**config.mk**
```make
export PLATFORM = sky130hd
export DESIGN_NAME = node_integrator
export DESIGN_NICKNAME = d
export VERILOG_FILES = /design/src/rtl/node_integrator.sv
export SDC_FILE = /design/constraint.sdc
export NUM_CORES = 1
export LEC_CHECK = 0
export BUFFER_PORTS_ARGS = -buffer_cell sky130_fd_sc_hd__buf_2
export CAP_MARGIN = 20
export CORE_AREA = 3 3 255 257
export CTS_CLUSTER_SIZE = 8
export DETAILED_ROUTE_END_ITERATION = 8
export DIE_AREA = 0 0 258 260
export SYNTH_ARGS = -nofsm -noshare
export SYNTH_HDL_FRONTEND = slang
export SYNTH_SLANG_ARGS = --single-unit
```
**constraint.sdc**
```tcl
create_clock -name clk_in -period 21.6 [get_ports clk_in]
set_input_delay 2.16 -clock clk_in [delete_from_list [all_inputs] [get_ports clk_in]]
set_output_delay 2.16 -clock clk_in [all_outputs]
set_load 0.05 [all_outputs]
```
**src/rtl/node_integrator.sv**
```systemverilog
// node_integrator: steps a set of wheel nodes one time step forward.
//
// A step request pulses the force generator, waits (bounded) for its result,
// snapshots the force vectors, then walks the nodes one per cycle applying
//   v' = sat_V(v + (f >>> FORCE_SHIFT) - (v >>> DAMP_SHIFT))
//   p' = sat_P(p + v')
// to both axes in parallel. The position registers are the authoritative node
// state and are fed back to the force generators.
//
// Ports:
//   clk_in, rst_in       clock, synchronous active-high reset
//   load_in, init_nodes  in IDLE: load positions, clear velocities
//   begin_in             step request (IDLE only)
//   force_begin_out      one-cycle start pulse to the force generator
//   force_valid_in       generator result flag (WAIT only)
//   forces               generator force vectors, [axis][node]
//   nodes_out            registered positions, [axis][node]
//   velocities_out       registered velocities, [axis][node]
//   busy_out             high whenever not IDLE
//   result_out           one-cycle pulse when a step completes
//   timeout_out          one-cycle pulse when the generator wait expires

// Per-axis update datapath for a single node (purely combinational).
module node_integrator_axis #(
  parameter int POSITION_SIZE = 8,
  parameter int FORCE_SIZE    = 8,
  parameter int VELOCITY_SIZE = 8,
  parameter int FORCE_SHIFT   = 2,
  parameter int DAMP_SHIFT    = 3
) (
  input  logic [FORCE_SIZE-1:0]    f_in,
  input  logic [VELOCITY_SIZE-1:0] v_in,
  input  logic [POSITION_SIZE-1:0] p_in,
  output logic [VELOCITY_SIZE-1:0] v_out,
  output logic [POSITION_SIZE-1:0] p_out
);
  localparam int MW = (POSITION_SIZE > FORCE_SIZE)
                    ? ((POSITION_SIZE > VELOCITY_SIZE) ? POSITION_SIZE : VELOCITY_SIZE)
                    : ((FORCE_SIZE > VELOCITY_SIZE) ? FORCE_SIZE : VELOCITY_SIZE);
  // Two guard bits: the sums below never exceed twice the widest operand.
  localparam int W = MW + 2;

  localparam logic signed [W-1:0] VMAX = W'((1 << (VELOCITY_SIZE-1)) - 1);
  localparam logic signed [W-1:0] VMIN = ~VMAX;
  localparam logic signed [W-1:0] PMAX = W'((1 << (POSITION_SIZE-1)) - 1);
  localparam logic signed [W-1:0] PMIN = ~PMAX;

  logic signed [W-1:0] f_e, v_e, p_e, sum_v, v_sat, sum_p;

  always_comb begin
    f_e   = {{(W-FORCE_SIZE){f_in[FORCE_SIZE-1]}}, f_in};
    v_e   = {{(W-VELOCITY_SIZE){v_in[VELOCITY_SIZE-1]}}, v_in};
    p_e   = {{(W-POSITION_SIZE){p_in[POSITION_SIZE-1]}}, p_in};
    sum_v = v_e + (f_e >>> FORCE_SHIFT) - (v_e >>> DAMP_SHIFT);
    if (sum_v > VMAX)      v_sat = VMAX;
    else if (sum_v < VMIN) v_sat = VMIN;
    else                   v_sat = sum_v;
    // Position integrates the already-saturated new velocity.
    sum_p = p_e + v_sat;
    v_out = v_sat[VELOCITY_SIZE-1:0];
    if (sum_p > PMAX)      p_out = PMAX[POSITION_SIZE-1:0];
    else if (sum_p < PMIN) p_out = PMIN[POSITION_SIZE-1:0];
    else                   p_out = sum_p[POSITION_SIZE-1:0];
  end
endmodule

module node_integrator #(
  parameter int NUM_NODES     = 10,
  parameter int POSITION_SIZE = 8,
  parameter int FORCE_SIZE    = 8,
  parameter int VELOCITY_SIZE = 8,
  parameter int FORCE_SHIFT   = 2,
  parameter int DAMP_SHIFT    = 3,
  parameter int TIMEOUT       = 15
) (
  input  logic clk_in,
  input  logic rst_in,
  input  logic load_in,
  input  logic [1:0][NUM_NODES-1:0][POSITION_SIZE-1:0] init_nodes,
  input  logic begin_in,
  output logic force_begin_out,
  input  logic force_valid_in,
  input  logic [1:0][NUM_NODES-1:0][FORCE_SIZE-1:0]    forces,
  output logic [1:0][NUM_NODES-1:0][POSITION_SIZE-1:0] nodes_out,
  output logic [1:0][NUM_NODES-1:0][VELOCITY_SIZE-1:0] velocities_out,
  output logic busy_out,
  output logic result_out,
  output logic timeout_out
);
  localparam int IW = (NUM_NODES > 1) ? $clog2(NUM_NODES) : 1;
  localparam int CW = $clog2(TIMEOUT + 1);

  typedef enum logic [2:0] {
    S_IDLE, S_REQUEST, S_WAIT, S_CAPTURE, S_UPDATE, S_DONE
  } state_t;

  state_t state_q, state_d;
  logic [IW-1:0] idx_q, idx_d;
  logic [CW-1:0] cnt_q, cnt_d;
  logic [1:0][NUM_NODES-1:0][POSITION_SIZE-1:0] pos_q, pos_d;
  logic [1:0][NUM_NODES-1:0][VELOCITY_SIZE-1:0] vel_q, vel_d;
  // Snapshot of the generator outputs so later changes on `forces` cannot
  // disturb a step already in progress.
  logic [1:0][NUM_NODES-1:0][FORCE_SIZE-1:0]    frc_q, frc_d;

  logic [1:0][VELOCITY_SIZE-1:0] v_new;
  logic [1:0][POSITION_SIZE-1:0] p_new;

  for (genvar a = 0; a < 2; a++) begin : g_axis
    node_integrator_axis #(
      .POSITION_SIZE(POSITION_SIZE),
      .FORCE_SIZE   (FORCE_SIZE),
      .VELOCITY_SIZE(VELOCITY_SIZE),
      .FORCE_SHIFT  (FORCE_SHIFT),
      .DAMP_SHIFT   (DAMP_SHIFT)
    ) u_axis (
      .f_in (frc_q[a][idx_q]),
      .v_in (vel_q[a][idx_q]),
      .p_in (pos_q[a][idx_q]),
      .v_out(v_new[a]),
      .p_out(p_new[a])
    );
  end

  always_comb begin
    state_d         = state_q;
    idx_d           = idx_q;
    cnt_d           = cnt_q;
    pos_d           = pos_q;
    vel_d           = vel_q;
    frc_d           = frc_q;
    force_begin_out = 1'b0;
    result_out      = 1'b0;
    timeout_out     = 1'b0;
    busy_out        = (state_q != S_IDLE);
    case (state_q)
      S_IDLE: begin
        if (load_in) begin
          pos_d = init_nodes;
          vel_d = '0;
        end else if (begin_in) begin
          state_d = S_REQUEST;
        end
      end
      S_REQUEST: begin
        force_begin_out = 1'b1;
        cnt_d           = '0;
        state_d         = S_WAIT;
      end
      S_WAIT: begin
        if (force_valid_in) begin
          frc_d   = forces;
          state_d = S_CAPTURE;
        end else begin
          cnt_d = cnt_q + CW'(1);
          // This is the TIMEOUT-th WAIT cycle without a result.
          if (cnt_q == CW'(TIMEOUT - 1)) begin
            timeout_out = 1'b1;
            state_d     = S_IDLE;
          end
        end
      end
      S_CAPTURE: begin
        idx_d   = '0;
        state_d = S_UPDATE;
      end
      S_UPDATE: begin
        for (int a = 0; a < 2; a++) begin
          pos_d[a][idx_q] = p_new[a];
          vel_d[a][idx_q] = v_new[a];
        end
        if (idx_q == IW'(NUM_NODES - 1)) state_d = S_DONE;
        else                             idx_d   = idx_q + IW'(1);
      end
      S_DONE: begin
        result_out = 1'b1;
        state_d    = S_IDLE;
      end
      default: state_d = S_IDLE;
    endcase
  end

  always_ff @(posedge clk_in) begin
    if (rst_in) begin
      state_q <= S_IDLE;
      idx_q   <= '0;
      cnt_q   <= '0;
      pos_q   <= '0;
      vel_q   <= '0;
      frc_q   <= '0;
    end else begin
      state_q <= state_d;
      idx_q   <= idx_d;
      cnt_q   <= cnt_d;
      pos_q   <= pos_d;
      vel_q   <= vel_d;
      frc_q   <= frc_d;
    end
  end

  assign nodes_out      = pos_q;
  assign velocities_out = vel_q;
endmodule
```
==> impl_metrics.csv, run 1 <==
group,metric,value,unit
outcome,status,"completed",
cells_and_area,multi_input_area,13300,µm²
logic_synthesis,synth_top_cell_by_area,"dfxtp_1",
clock_network,cts-root-buf,"clkbuf_16",
placement,gp_congestion,0.876,
logic_synthesis,synthesis.nets,3153,
logic_synthesis,synth_edf_count,0,
logic_synthesis,yosys_warnings,0,
critical_path,cp_data_arrival_time,10.84,ns
drt,viasPerCell,5.81,
cells_and_area,num-nets-final,3612,
critical_path,required,22.03,ns
logic_synthesis,async_reset_ff_share,0,%
cells_and_area,ff_latch_area,9040,µm²
placement,dpl.hpwl,72500,µm
clock_network,post_cts_buffers,0,
timing,fin_setup_tns,0,ns
drt,wl_per_cell,24.9,µm
floorplanning,start_util,37.6,%
timing,fin_worst_skew,0.0225,ns
logic_synthesis,synth_area,23700,µm²
logic_synthesis,synth_cell_types,68,
critical_path,crit_path_end_kind,"register",
floorplanning,die_area,67100,µm²
critical_path,worstSetupStartpointType,"register",
timing,post-route-min-period,10.41,ns
placement,port_buffers,608,
clock_network,clock_latency,0.59,ns
logic_synthesis,ys_seq_area_share,38.2,%
hold_path,hold_path.class,"reg -> reg",
logic_synthesis,netlist_instances,2767,
floorplanning,rows,92,
clock_network,clock_path_buffers,3,
floorplanning,chipWidth,258,µm
clock_network,clk_pin_slew,0.05,ns
drt,wl,102000,µm
cells_and_area,n_fill_cell,6328,
cells_and_area,drive_above_1_share,27.3,%
timing,relSlewSlack,21.8,%
timing,setup_violations,0,
grt,grt_pass1_wl,148000,µm
floorplanning,fp.dieH,260,µm
timing,max_freq,0.0961,GHz
timing,holdWs,0.448,ns
cells_and_area,final_core_util,46.1,%
critical_path,crit_path_top_delay_cell,"o21ai_0",
critical_path,cp_max_fo,68,
logic_synthesis,synth_top_area_share,38.2,%
timing,rsz0062_at_grt,"no",
drt,vias,23766,
floorplanning,coreArea,63000,µm²
clock_network,cts_hold_buf,0,
timing,finalCritPeriodShare,48.2,%
drt,route.detailed.drc,0,
clock_network,clkSinkCount,451,
logic_synthesis,ys_ff_latch,451,
cells_and_area,area_growth,22.7,%
drt,postRouteAntennaNets,0,
power_and_ir_drop,vdd_drop_max,0.0508,mV
critical_path,path_buf_inv,6,
logic_synthesis,yosysMostFrequentCell,"dfxtp_1",
logic_synthesis,synth_common_cells,"dfxtp_1, a21oi_1, nand2_1",
clock_network,cts.htree.levels,3,
timing,hold_viol_final,0,
clock_network,cts-resized-gates,0,
drt,drt_pass1_iterations,6,
grt,grt-ovfl-total,0,
clock_network,cts_inserted_buffers,66,
grt,grt_max_degree,128,
power_and_ir_drop,power_density,83.7,nW/µm²
grt,grt.total_usage,28.9,%
grt,antenna_found_initial,8,
critical_path,path_delay_family,"compound AO/OA/AOI/OAI gates",
flow_run,drv_cap,0,
timing,drv_slew,0,
clock_network,cts_tree,"yes",
logic_synthesis,synthTopCellsByArea,"dfxtp_1, a21oi_1, mux4_2",
power_and_ir_drop,power_leakage,11.7,nW
grt,grt_pass1_vias,22394,
floorplanning,num_io_pins,649,
critical_path,max_stage_delay,0.84,ns
timing,tightest_slew,1.17,ns
drt,drtIter0Drc,2343,
logic_synthesis,synth_ff_type,"dfxtp_1",
logic_synthesis,syn-mean-instance-area,8.55,µm²
critical_path,crit_type,"reg -> reg",
## layer usage
layer	vias up	part of all wire, %	GRT usage [%]
li1	10917	-	-
met4	2	2.7	9.27
met3	154	7.3	4.96
met1	11683	42	38.8
met5	-	0.0098	0
met2	1010	48	47.6
## worst reg2reg max path, delay by kind of cell, from the launching register on
kind / cells / cell delay, ns
and+or+nand+nor: 4 / 1.58
buffers and inverters: 6 / 1.85
adders and majority gates: 5 / 1.92
muxes: 3 / 0.99
DFF: 1 / 0.78
AOI/OAI and AO/OA: 12 / 3.11
## worst paths after layout
kind / depth (start not counted) / slack (ns) / end / startpoint
setup reg to reg: 30 / 11.19 / nodes_out[6]$_SDFFE_PP0P_ / idx_q[0]$_SDFFE_PP0P_
hold / removal: 2 / 0.45 / frc_q[101]$_SDFFE_PP0P_ / frc_q[101]$_SDFFE_PP0P_
setup / recovery: 30 / 11.19 / nodes_out[6]$_SDFFE_PP0P_ / idx_q[0]$_SDFFE_PP0P_
hold reg to reg: 2 / 0.45 / frc_q[101]$_SDFFE_PP0P_ / frc_q[101]$_SDFFE_PP0P_
## cells in the final DEF, fill, tap and decap left out, drive strengths merged, types with 35 or more instances in the layout
| cell type | n |
|---|---|
| nand4b | 60 |
| clkbuf | 72 |
| ha | 45 |
| mux2i | 84 |
| o32ai | 43 |
| dfxtp | 451 |
| a31oi | 43 |
| and3 | 61 |
| nand3 | 87 |
| o21ai | 120 |
| a21oi | 403 |
| nand2 | 377 |
| buf | 663 |
| a211oi | 35 |
| inv | 80 |
| nor3 | 56 |
| nor2 | 170 |
| or3 | 59 |
| mux4 | 88 |
## where the power goes
group | internal, mW | switching (mW)
combinational | 0.161 | 0.435
clock | 0.552 | 0.382
sequential | 0.867 | 0.0306
## sequential cells by signal (all words and copies together), names as in the netlist
register        count
state_q             3
cnt_q               4
nodes_out         160
velocities_out    160
idx_q               4
frc_q             120
## metrics by stage
step           std cells  total power, mW  area (µm²)  worst slack, ns
6_report            4088             2.43       29000            11.19
5_1_grt             4088             2.52       29000            10.31
4_1_cts             4079             2.44       29000            11.15
3_5_place_dp        4002             1.50       27200            11.20
3_3_place_gp        4001             1.50       27200            11.14
2_1_floorplan       2767             1.30       23700            13.38
## cells by family after synthesis
family	share of synthesized area, %
buf+inv	5.67
fa+ha+maj	3.73
xor+xnor	1.09
flops	38.2
simple gates	18.1
compound gates	21.2
mux	12.0
## final cells by class
class,count,share of cell area [%]
sequential,451,31.2
timing repair buffer,663,12.1
clock buffer,72,5.84
clock inverter,5,0.229
antenna,7,0.0604
multi-input combinational,1969,46.0
tap,846,3.65
inverter,75,0.970
Note: power is estimated with default switching activity, not from simulation.
==> run 2, diff against run 1 <==
--- a/config.mk
+++ b/config.mk
@@ -5,12 +5,13 @@
 export SDC_FILE = /design/constraint.sdc
 export NUM_CORES = 1
 export LEC_CHECK = 0
+export ABC_AREA = 1
 export BUFFER_PORTS_ARGS = -buffer_cell sky130_fd_sc_hd__buf_2
 export CAP_MARGIN = 20
-export CORE_AREA = 3 3 255 257
+export CORE_AREA = 3 3 251 253
 export CTS_CLUSTER_SIZE = 8
 export DETAILED_ROUTE_END_ITERATION = 8
-export DIE_AREA = 0 0 258 260
+export DIE_AREA = 0 0 254 256
 export SYNTH_ARGS = -nofsm -noshare
 export SYNTH_HDL_FRONTEND = slang
 export SYNTH_SLANG_ARGS = --single-unit
==> constraint.sdc (replaced) <==
create_clock -name clk_in -period 9.49 [get_ports clk_in]
set_input_delay 0.949 -clock clk_in [delete_from_list [all_inputs] [get_ports clk_in]]
set_output_delay 0.949 -clock clk_in [all_outputs]
set_load 0.05 [all_outputs]
==> run 2 against run 1 <==
  * Clock-buffer cell count is 2 lower
  * Clock skew hardly changed
  * Register-to-register slack worse by 9.6 ns
  * Power grew to 4.7 times the previous value
  * Die area is 3.1% lower
  * Largest cell class unchanged
  * Sequential share of layout area is 0.46 points higher
  * Sequential power is 140% higher
  * Highest routed layer unchanged
  * Core utilization is 0.57 points higher
  * Final cell count is 14% higher
  * Non-clock buffer count is 4 higher
  * Sequential cell count stayed put
  * Critical endpoint is now nodes_out[38]$_SDFFE_PP0P_
==> impl_metrics.csv, run 2 <==
group,metric,value,unit
outcome,status,"completed",
clock_network,clk_pin_slew,0.05,ns
power_and_ir_drop,power_density,401,nW/µm²
power_and_ir_drop,vdd_drop_max,0.556,mV
critical_path,crit_start,"idx_q[1]$_SDFFE_PP0P_",
timing,finalCritPeriodShare,83.3,%
logic_synthesis,synth_cell_types,46,
placement,port_buffers,608,
cells_and_area,stdcell_count,4679,
clock_network,clock_path_buffers,3,
cells_and_area,n_fill_cell,6341,
logic_synthesis,synthTopCellsByArea,"dfxtp_1, a21oi_1, nand2_1",
cells_and_area,num-nets-final,4244,
cells_and_area,final_core_util,46.6,%
critical_path,cp_max_fo,50,
clock_network,post_cts_buffers,0,
logic_synthesis,yosys_warnings,0,
drt,drtIter0Drc,3008,
critical_path,crit_path_top_delay_cell,"nand2_1",
clock_network,cts-resized-gates,0,
logic_synthesis,ys_seq_area_share,39.1,%
logic_synthesis,synth_edf_count,0,
drt,route.detailed.drc,0,
timing,drv_slew,0,
critical_path,crit_type,"reg -> reg",
timing,setup_violations,0,
grt,grt_max_degree,201,
cells_and_area,final_common_cell,"nand2_1",
timing,relSlewSlack,13.3,%
critical_path,required,9.92,ns
clock_network,cts_hold_buf,0,
placement,dp.cells,4578,
floorplanning,start_util,37.7,%
logic_synthesis,synth_area,23100,µm²
clock_network,clock_latency,0.61,ns
floorplanning,die_area,65000,µm²
cells_and_area,final_cell_mix,"nand2_1, a21oi_1, buf_2",
grt,grt.total_usage,31.1,%
drt,wl_per_cell,22.7,µm
logic_synthesis,synth_top_area_share,39.1,%
drt,viasPerCell,5.49,
power_and_ir_drop,total_power,11.5,mW
hold_path,min-delay-start,"frc_q[117]$_SDFFE_PP0P_",
logic_synthesis,syn-mean-instance-area,6.82,µm²
critical_path,crit_path_end_kind,"register",
clock_network,cts_tree,"yes",
cells_and_area,area_growth,23.7,%
logic_synthesis,async_reset_ff_share,0,%
drt,drt_pass1_iterations,7,
timing,fin_worst_skew,0.0226,ns
hold_path,hold_path.class,"reg -> reg",
power_and_ir_drop,power_leakage,12.2,nW
grt,grt-ovfl-total,0,
timing,tightest_slew,1.30,ns
logic_synthesis,yosysMostFrequentCell,"nand2_1",
floorplanning,rows,91,
floorplanning,coreArea,61300,µm²
logic_synthesis,ys_ff_latch,451,
critical_path,path_delay_family,"simple AND/OR/NAND/NOR gates",
critical_path,rrSetupSlack,1.59,ns
flow_run,drv_cap,0,
critical_path,crit_top_cell,"nand2_1",
critical_path,cp_data_arrival_time,8.33,ns
timing,max_freq,0.127,GHz
clock_network,cts.htree.levels,3,
clock_network,cts_inserted_buffers,67,
clock_network,clkSinkCount,451,
timing,rsz0062_at_grt,"no",
logic_synthesis,synth_common_cells,"nand2_1, a21oi_1, dfxtp_1",
grt,antenna_found_initial,22,
floorplanning,num_io_pins,649,
logic_synthesis,synth_top_cell_by_area,"dfxtp_1",
timing,fin_setup_tns,0,ns
floorplanning,fp.dieH,256,µm
critical_path,r2r_start,"idx_q[1]$_SDFFE_PP0P_",
placement,gp_congestion,0.927,
critical_path,worstSetupStartpointType,"register",
grt,grt_pass1_vias,23253,
grt,grt_pass1_wl,152000,µm
timing,holdWs,0.439,ns
critical_path,path_buf_inv,5,
drt,wl,106000,µm
floorplanning,chipWidth,254,µm
placement,dpl.hpwl,75300,µm
cells_and_area,drive_above_1_share,20.9,%
logic_synthesis,synth_ff_type,"dfxtp_1",
drt,vias,25677,
timing,hold_viol_final,0,
logic_synthesis,synthesis.nets,3772,
clock_network,cts-root-buf,"clkbuf_16",
logic_synthesis,netlist_instances,3386,
timing,post-route-min-period,7.90,ns
critical_path,max_stage_delay,0.55,ns
drt,postRouteAntennaNets,0,
## run 2: metal layers
| metal | share of wire, % | wire [µm] | up-vias | track usage [%] |
|---|---|---|---|---|
| met1 | 43 | 45300 | 12060 | 43.2 |
| met5 | 0.010 | 11 | - | 0 |
| li1 | - | - | 12219 | - |
| met3 | 10 | 10600 | 198 | 8.10 |
| met2 | 44 | 46300 | 1198 | 46.1 |
| met4 | 3.7 | 3980 | 2 | 12.0 |
## run 2: area by class of cell
| type | instances | area, µm² | area share (%) |
|---|---|---|---|
| Antenna cell | 20 | 50.0 | 0.175 |
| Timing Repair Buffer | 667 | 3530 | 12.3 |
| Tap cell | 790 | 988 | 3.46 |
| Clock inverter | 10 | 131 | 0.460 |
| Multi-Input combinational cell | 2363 | 12000 | 41.9 |
| Clock buffer | 70 | 1700 | 5.94 |
| Inverter | 308 | 1160 | 4.07 |
| Sequential cell | 451 | 9040 | 31.6 |
## run 2: power by group
part           leakage, nW  switching (mW)  internal (mW)
clock network        0.898           0.909           1.27
logic                 7.62            5.53           1.61
registers             3.67          0.0946           2.04
total                 12.2            6.54           4.93
## run 2: cells by family (layout without fill, tap and decap cells)
kind of cell / after synthesis / count (layout) / synth area share [%]
adders and majority gates: 61 / 61 / 3.82
DFF: 451 / 451 / 39.1
buffers and inverters: 572 / 1055 / 9.49
other: 0 / 20 / 0
AOI/OAI and AO/OA: 1183 / 1183 / 27.4
and+or+nand+nor: 1094 / 1094 / 19.2
xor gates and xnor gates: 25 / 25 / 0.948
## run 2: worst paths after layout
check | endpoint | depth (start not counted)
worst max register to register | nodes_out[38]$_SDFFE_PP0P_ | 36
worst min-delay path | frc_q[117]$_SDFFE_PP0P_ | 2
worst min register to register | frc_q[117]$_SDFFE_PP0P_ | 2
worst max-delay path | nodes_out[38]$_SDFFE_PP0P_ | 36
## run 2: per-stage QoR
step	area [µm²]	setup slack [ns]
after global placement	26700	1.72
after detailed placement	26700	1.67
final	28600	1.59
after floorplan	23100	2.87
after global routing	28600	1.10
after CTS	28500	1.65
## run 2: worst register-to-register path: cells and delay by family (launching register included)
family          cells  cell delay (ns)
compound gates      4             0.66
xor+xnor            1             0.12
fa+ha+maj           5             1.99
buf+inv             5             1.07
flops               1             0.43
simple gates       21             3.46
